File: src/rtl/us_timer_arb.sv
// Round-robin arbiter handing one shared microsecond timer to four requesters.
// A granted channel runs until its duration expires (Done pulse) or it drops Req.
module us_timer_arb #(
  parameter int T1USval = 49
) (
  input  logic        CLK,
  input  logic        RSTn,
  input  logic [3:0]  Req,
  input  logic [63:0] Dur,
  output logic [3:0]  Gnt,
  output logic [3:0]  Done,
  output logic        Busy,
  output logic [15:0] Elapsed
);

  localparam int PW = (T1USval > 0) ? $clog2(T1USval + 1) : 1;
  localparam logic [PW-1:0] PMAX = PW'(T1USval);

  typedef enum logic [1:0] {
    IDLE,
    RUN,
    DONE
  } state_t;

  state_t        state_q, state_d;
  logic [PW-1:0] pre_q, pre_d;
  logic [15:0]   durl_q, durl_d;
  logic [15:0]   elapsed_q, elapsed_d;
  logic [1:0]    sel_q, sel_d;
  logic [1:0]    last_q, last_d;
  logic [3:0]    gnt_q, gnt_d;
  logic [3:0]    done_q, done_d;
  logic          busy_q, busy_d;

  logic [7:0]    dbl;
  logic [2:0]    rot_idx;
  logic [3:0]    rot;
  logic [1:0]    off;
  logic [1:0]    win;
  logic [15:0]   dur_w;
  logic [15:0]   el_inc;
  logic          wrap;

  // Winner search: rotate Req so bit 0 is channel Last+1, take lowest set bit.
  always_comb begin
    dbl     = {Req, Req};
    rot_idx = {1'b0, last_q} + 3'd1;
    rot     = dbl[rot_idx +: 4];
    if (rot[0]) begin
      off = 2'd0;
    end else if (rot[1]) begin
      off = 2'd1;
    end else if (rot[2]) begin
      off = 2'd2;
    end else begin
      off = 2'd3;
    end
    win   = last_q + 2'd1 + off;
    dur_w = Dur[{win, 4'b0000} +: 16];
  end

  // Next-state and registered-output computation.
  always_comb begin
    state_d   = state_q;
    pre_d     = pre_q;
    durl_d    = durl_q;
    elapsed_d = elapsed_q;
    sel_d     = sel_q;
    last_d    = last_q;
    gnt_d     = gnt_q;
    done_d    = '0;
    wrap      = (pre_q == PMAX);
    el_inc    = elapsed_q + 16'd1;
    unique case (state_q)
      IDLE: begin
        if (|Req) begin
          sel_d     = win;
          durl_d    = dur_w;
          pre_d     = '0;
          elapsed_d = '0;
          gnt_d     = 4'b0001 << win;
          if (dur_w == 16'd0) begin
            state_d = DONE;
            done_d  = 4'b0001 << win;
          end else begin
            state_d = RUN;
          end
        end
      end
      RUN: begin
        if (!Req[sel_q]) begin
          state_d = IDLE;
          gnt_d   = '0;
          last_d  = sel_q;
        end else if (wrap) begin
          pre_d     = '0;
          elapsed_d = el_inc;
          if (el_inc == durl_q) begin
            state_d = DONE;
            gnt_d   = '0;
            done_d  = 4'b0001 << sel_q;
          end
        end else begin
          pre_d = pre_q + 1'b1;
        end
      end
      DONE: begin
        state_d = IDLE;
        gnt_d   = '0;
        last_d  = sel_q;
      end
      default: begin
        state_d = IDLE;
        gnt_d   = '0;
      end
    endcase
    busy_d = (state_d != IDLE);
  end

  // State and output registers; Last resets to 3 so channel 0 wins first.
  always_ff @(posedge CLK or negedge RSTn) begin
    if (!RSTn) begin
      state_q   <= IDLE;
      pre_q     <= '0;
      durl_q    <= '0;
      elapsed_q <= '0;
      sel_q     <= 2'd0;
      last_q    <= 2'd3;
      gnt_q     <= '0;
      done_q    <= '0;
      busy_q    <= 1'b0;
    end else begin
      state_q   <= state_d;
      pre_q     <= pre_d;
      durl_q    <= durl_d;
      elapsed_q <= elapsed_d;
      sel_q     <= sel_d;
      last_q    <= last_d;
      gnt_q     <= gnt_d;
      done_q    <= done_d;
      busy_q    <= busy_d;
    end
  end

  assign Gnt     = gnt_q;
  assign Done    = done_q;
  assign Busy    = busy_q;
  assign Elapsed = elapsed_q;

endmodule

File: config.mk
export PLATFORM = sky130hd
export DESIGN_NAME = us_timer_arb
export DESIGN_NICKNAME = d
export VERILOG_FILES = /design/src/rtl/us_timer_arb.sv
export SDC_FILE = /design/constraint.sdc
export NUM_CORES = 1
export LEC_CHECK = 0
export ABC_CLOCK_PERIOD_IN_PS = 4300
export BUFFER_PORTS_ARGS = -buffer_cell sky130_fd_sc_hd__buf_4
export CORE_AREA = 2 2 99 101
export DETAILED_ROUTE_END_ITERATION = 8
export DIE_AREA = 0 0 101 103
export SETUP_SLACK_MARGIN = 0.4
export SLEW_MARGIN = 25
export SYNTH_ARGS = -nofsm -noshare
export SYNTH_HDL_FRONTEND = slang
export SYNTH_SLANG_ARGS = --single-unit
File: constraint.sdc
create_clock -name CLK -period 4.3 [get_ports CLK]
set_input_delay 0.215 -clock CLK [delete_from_list [all_inputs] [get_ports CLK]]
set_output_delay 0.215 -clock CLK [all_outputs]
set_load 0.05 [all_outputs]
-- Word level (Yosys, flattened, before mapping)
Cells that the tools add are included.
- flip-flop bits (word level): 53
- bits in latches: 0
- memory bits (writable): 0
- bits in read-only memories: 0
- input port bits: 70
- output and inout port bits: 25
- word-level logic and storage cells: 72
- memories: 0
- $add $sub $neg: 5
- multiply operators: 0
- div/mod/pow operators: 0
- $lt $le $gt $ge: 1
- eq/ne operators: 10
- shift operators: 4
- muxes and demuxes: 32
- bitwise logic cells: 0
- reduce and logical (&&, ||, !) cells: 11
- operators with widths (operator ; count):
    $shiftx A64 B7 Y16 ; 1
    $mux W16 ; 3
    $mux W4 ; 9
    $pmux W16 S2 ; 1
    $mux W6 ; 3
    $add A16 B1 Y16 const B ; 1
    $eq A16 B16 Y1 ; 1
    $logic_not A16 Y1 ; 1
    $mux W2 ; 8
    $pmux W4 S2 ; 2
    $pmux W6 S2 ; 1
    $ne A2 B2 Y1 const B ; 4
    $pmux W2 S2 ; 2
    $shiftx A8 B4 Y3 ; 1
    $shl A1 B2 Y4 const A ; 2
    $add A6 B1 Y6 const B ; 1
    $eq A6 B6 Y1 const B ; 1
    $ne A3 B3 Y1 const B ; 2
    $reduce_and A3 Y1 ; 2
    $reduce_bool A2 Y1 ; 3
    $reduce_and A2 Y1 ; 2
    $reduce_and A4 Y1 ; 1
    $reduce_or A4 Y1 ; 1
    $add A2 B1 Y3 const B ; 1
    8 further kinds ; 9

-- Longest topological paths before layout
- depth in word-level cells: 12
- gate-level depth with buffers: 15
- mapped depth without buffers: 13

-- Worst setup path before layout
No wires, ideal clock.
- kind: register to register
- start: register last_q[1]
- end: register state_q[0]
- arrival: 3.205 ns
- data required time: 4.159 ns
- slack: 0.954 ns
- cell stages (with the launch flop): 15
- buffers on the path: 1
- cell sequence: dfstp_2 > buf_6 > nand2_1 > a21oi_1 > or3_1 > o21ai_0 > ha_1 > nor3_1 > a211oi_1 > a211o_1 > o211ai_4 > mux4_2 > or3_4 > nor4_4 > o22ai_1
- longest elaborated chain between the ends: 11
- elaborated cells on any way between the ends: 12
- those cells by class: 3 x add/sub; 2 x shift; 6 x mux; 1 x reduce/logical
- RTL lines (what ; RTL line ; text):
    start, declared ; 30 ; logic [1:0] last_q, last_d;
    start signal, assigned ; 138 ; last_q <= last_d;
    $add A2 B1 Y3 ; 47 ; rot_idx = {1'b0, last_q} + 3'd1;
    $shiftx A8 B4 Y3 ; 48 ; rot = dbl[rot_idx +: 4];
    $mux W1 ; 53 ; end else if (rot[2]) begin
    $mux W2 ; 51 ; end else if (rot[1]) begin
    $mux W2 ; 49 ; if (rot[0]) begin
    $add A2 B2 Y2 * ; 58 ; win = last_q + 2'd1 + off;
    $shiftx A64 B7 Y16 * ; 59 ; dur_w = Dur[{win, 4'b0000} +: 16];
    $logic_not A16 Y1 * ; 82 ; if (dur_w == 16'd0) begin
    $mux W2 * ; 82 ;
    $mux W2 * ; 76 ; if (|Req) begin
    $pmux W2 S2 * ; 74 ; unique case (state_q)
    net state_d[0] ; 25 ; state_t state_q, state_d;
    end signal, assigned ; 133 ; state_q <= state_d;
    end, declared ; 25 ;
The timed path passes the listed nets; every way through them passes the cells marked *.
A chain may end at the register's enable or synchronous reset.

-- Worst setup path in the final report
Same ends and word-level chain as after synthesis.

==> results.txt <==
Outcome: complete, no violations
TritonCTS Buffers: 5
WL/cell: 15.8 um
Clk_skew: 10.7 ps
Max Fclk: 0.276 GHz
Placeable Area: 9460 um^2
Vias per cell: 5.54
Worst R2R Path Depth: 14
Synth area leader: dfrtp_1
Diodes inserted: 0
Drt drc: 0
First-pass GRT wire length: 15.3 mm
Synth cell types: 53
Reg-to-Reg End: state_q[0]
Worst-skew pair later-pin latency: 320 ps
Sequential share of the synthesized area: 37.3%
Via count: 3,233
Worst Hold Path EP: durl_q[13]
R2R setup slack: 670 ps
Vias in the first global route: 3,203
WL final: 9.22 mm
CP endpoint kind: flip-flop
Port buffer count: 94
Worst r2r src: last_q[1]
DP Wirelength: 7.20 mm
CP max FO: 22
Layout area overhead: 26.3%
Height of the die: 103 um
Crit path DAT: 3820 ps
Synth cell count leaders: nand2_1, dfrtp_1, o21ai_0, nor2_1
Drt pass-1 iters: 4
Row count: 36
CP required: 4490 ps
Layout cells sized above 1: 29.1%
Ranking of synthesized cells by area: dfrtp_1, mux4_2, nand2_1
Io pins: 95
TritonCTS clock tree: yes
Synth async-reset ratio: 100%
Synthesized Nets: 457
Fill count: 949
Die width: 101 um
CP Class: reg -> reg
Syn Area/Cell: 9.30 um^2
Total track usage: 18.4%
Startpoint types: flip-flop
Final hold vios: 0
Grt total ovfl: 0
Reg clk slew, reported paths: 100 ps
Mapped Area: 3560 um^2
Top_reg_cell synth: dfrtp_1
CTS max path bufs: 2
Largest net degree at the start of global routing: 54
Final Max Tran Viols: 0
RSZ-0062 raised after global routing: false
Final setup vio count: 0
Tightest Pin Transition: 989 ps
EDFF count, synth: 0
Top-area cell type share of the netlist area: 35.8%
Worst hold stages: 4
Die area: 10,400 um^2
GPL Wtd Cong: 0.795
Ys Warns: 0
Layout Nets: 543
Hold slack: 319 ps
Worst slew margin: 33.4%
H-tree depth: 2
Maximum vdd drop: 0.395 mV
HP Start: Dur[45]
Clock Sinks: 53
Initial drt markers: 130
Max Cap Violations: 0
Most instantiated library cell after synthesis: nand2_1
Pleak: 2.02 nW
Starting Density: 37.7%
Final setup TNS: 0 ps
Cell Pwr Density: 598 nW/um^2
Root Driver: clkbuf_8
Yosys reg bits: 53
Antenna violations before repair: 0
Fin crit period: 3630 ps
Final Cycle Share: 84.3%
Hold Path Class: in -> reg
Antenna-violating nets left: 0
Mapped Cells: 383
-- through the flow --
step | worst slack [ps] | area (um^2) | instances | utilization, % | power (mW)
2_1_floorplan | 954 | 3560 | 383 | - | 1.98
3_3_place_gp | 722 | 4350 | 574 | 46.0 | 2.29
3_5_place_dp | 522 | 4360 | 574 | 46.1 | 2.34
4_1_cts | 504 | 4490 | 583 | 47.4 | 2.71
5_1_grt | 457 | 4500 | 584 | 47.6 | 2.93
6_report | 675 | 4500 | 584 | 47.6 | 2.69
-- placed cells by master (no fill, tap or decap), drive strengths merged, types with 6 or more instances in the layout --
master,instances
buf,98
clkbuf,6
dfrtp,51
inv,8
mux4,17
nand2,73
nand3,13
nand4,11
nor2,28
nor3,8
nor4,13
o21ai,31
o31ai,10
xnor2,12
xor2,15
-- timing repair --
action	in CTS	in global routing
setup endpoints to repair	0	6
hold buffers	1	0
gates resized for setup	0	1
hold endpoints to repair	51	0
setup buffers	0	1
-- area by class of cell --
cell class | instances | area, um^2 | share of cell area, %
Clock inverter | 2 | 37.5 | 0.834
Multi-Input combinational cell | 302 | 2130 | 47.3
Sequential cell | 53 | 1330 | 29.5
Tap cell | 114 | 143 | 3.17
Timing Repair Buffer | 99 | 749 | 16.7
Inverter | 8 | 30.0 | 0.667
Clock buffer | 6 | 82.6 | 1.84
-- layer usage --
metal | global-route usage [%] | share of wire, % | vias up
met4 | 4.99 | 1.2 | 0
met2 | 31.3 | 49 | 98
li1 | - | - | 1585
met1 | 24.6 | 45 | 1539
met5 | 0 | 0 | -
met3 | 2.85 | 4.8 | 11
-- flip-flops by register name, summed over array words and instances (netlist names), 2 cells and up --
register / count
Elapsed: 16
Gnt: 4
state_q: 2
durl_q: 16
Done: 4
pre_q: 6
last_q: 2
sel_q: 2
-- power breakdown --
part	leakage (nW)	internal, mW	switching [mW]	total [mW]
registers	0.691	0.648	0.155	0.803
clock network	0.0574	0.189	0.169	0.358
logic	1.27	0.696	0.833	1.53
-- worst max-delay path by stage --
stage                    from  slack (ps)         end
global route        last_q[1]         460  state_q[0]
CTS                 last_q[1]         500  state_q[0]
global placement    last_q[1]         720  state_q[0]
finish              last_q[1]         670  state_q[0]
floorplan           last_q[1]         950  state_q[0]
detailed placement  last_q[0]         520  state_q[0]
-- kinds of logic (layout without fill, tap and decap cells) --
kind of cell / count (synthesis) / after routing / share of synthesized area (%)
xor+xnor: 27 / 27 / 6.64
fa+ha+maj: 4 / 4 / 1.40
simple gates: 176 / 176 / 24.8
compound gates: 71 / 71 / 13.6
mux: 24 / 24 / 13.0
buf+inv: 28 / 115 / 3.30
flops: 53 / 53 / 37.3
-- critical path: stages, from the launching register on --
cell	delay (ps)
dfstp_2	640
nand2_1	80
a21oi_1	140
or3_1	120
o21ai_0	90
ha_1	270
nor3_1	160
a211oi_1	70
a211o_1	310
o211ai_4	110
buf_6	270
mux4_1	680
nor4_4	280
buf_4	190
o22ai_1	70
Note: power is estimated with default switching activity, not from simulation.
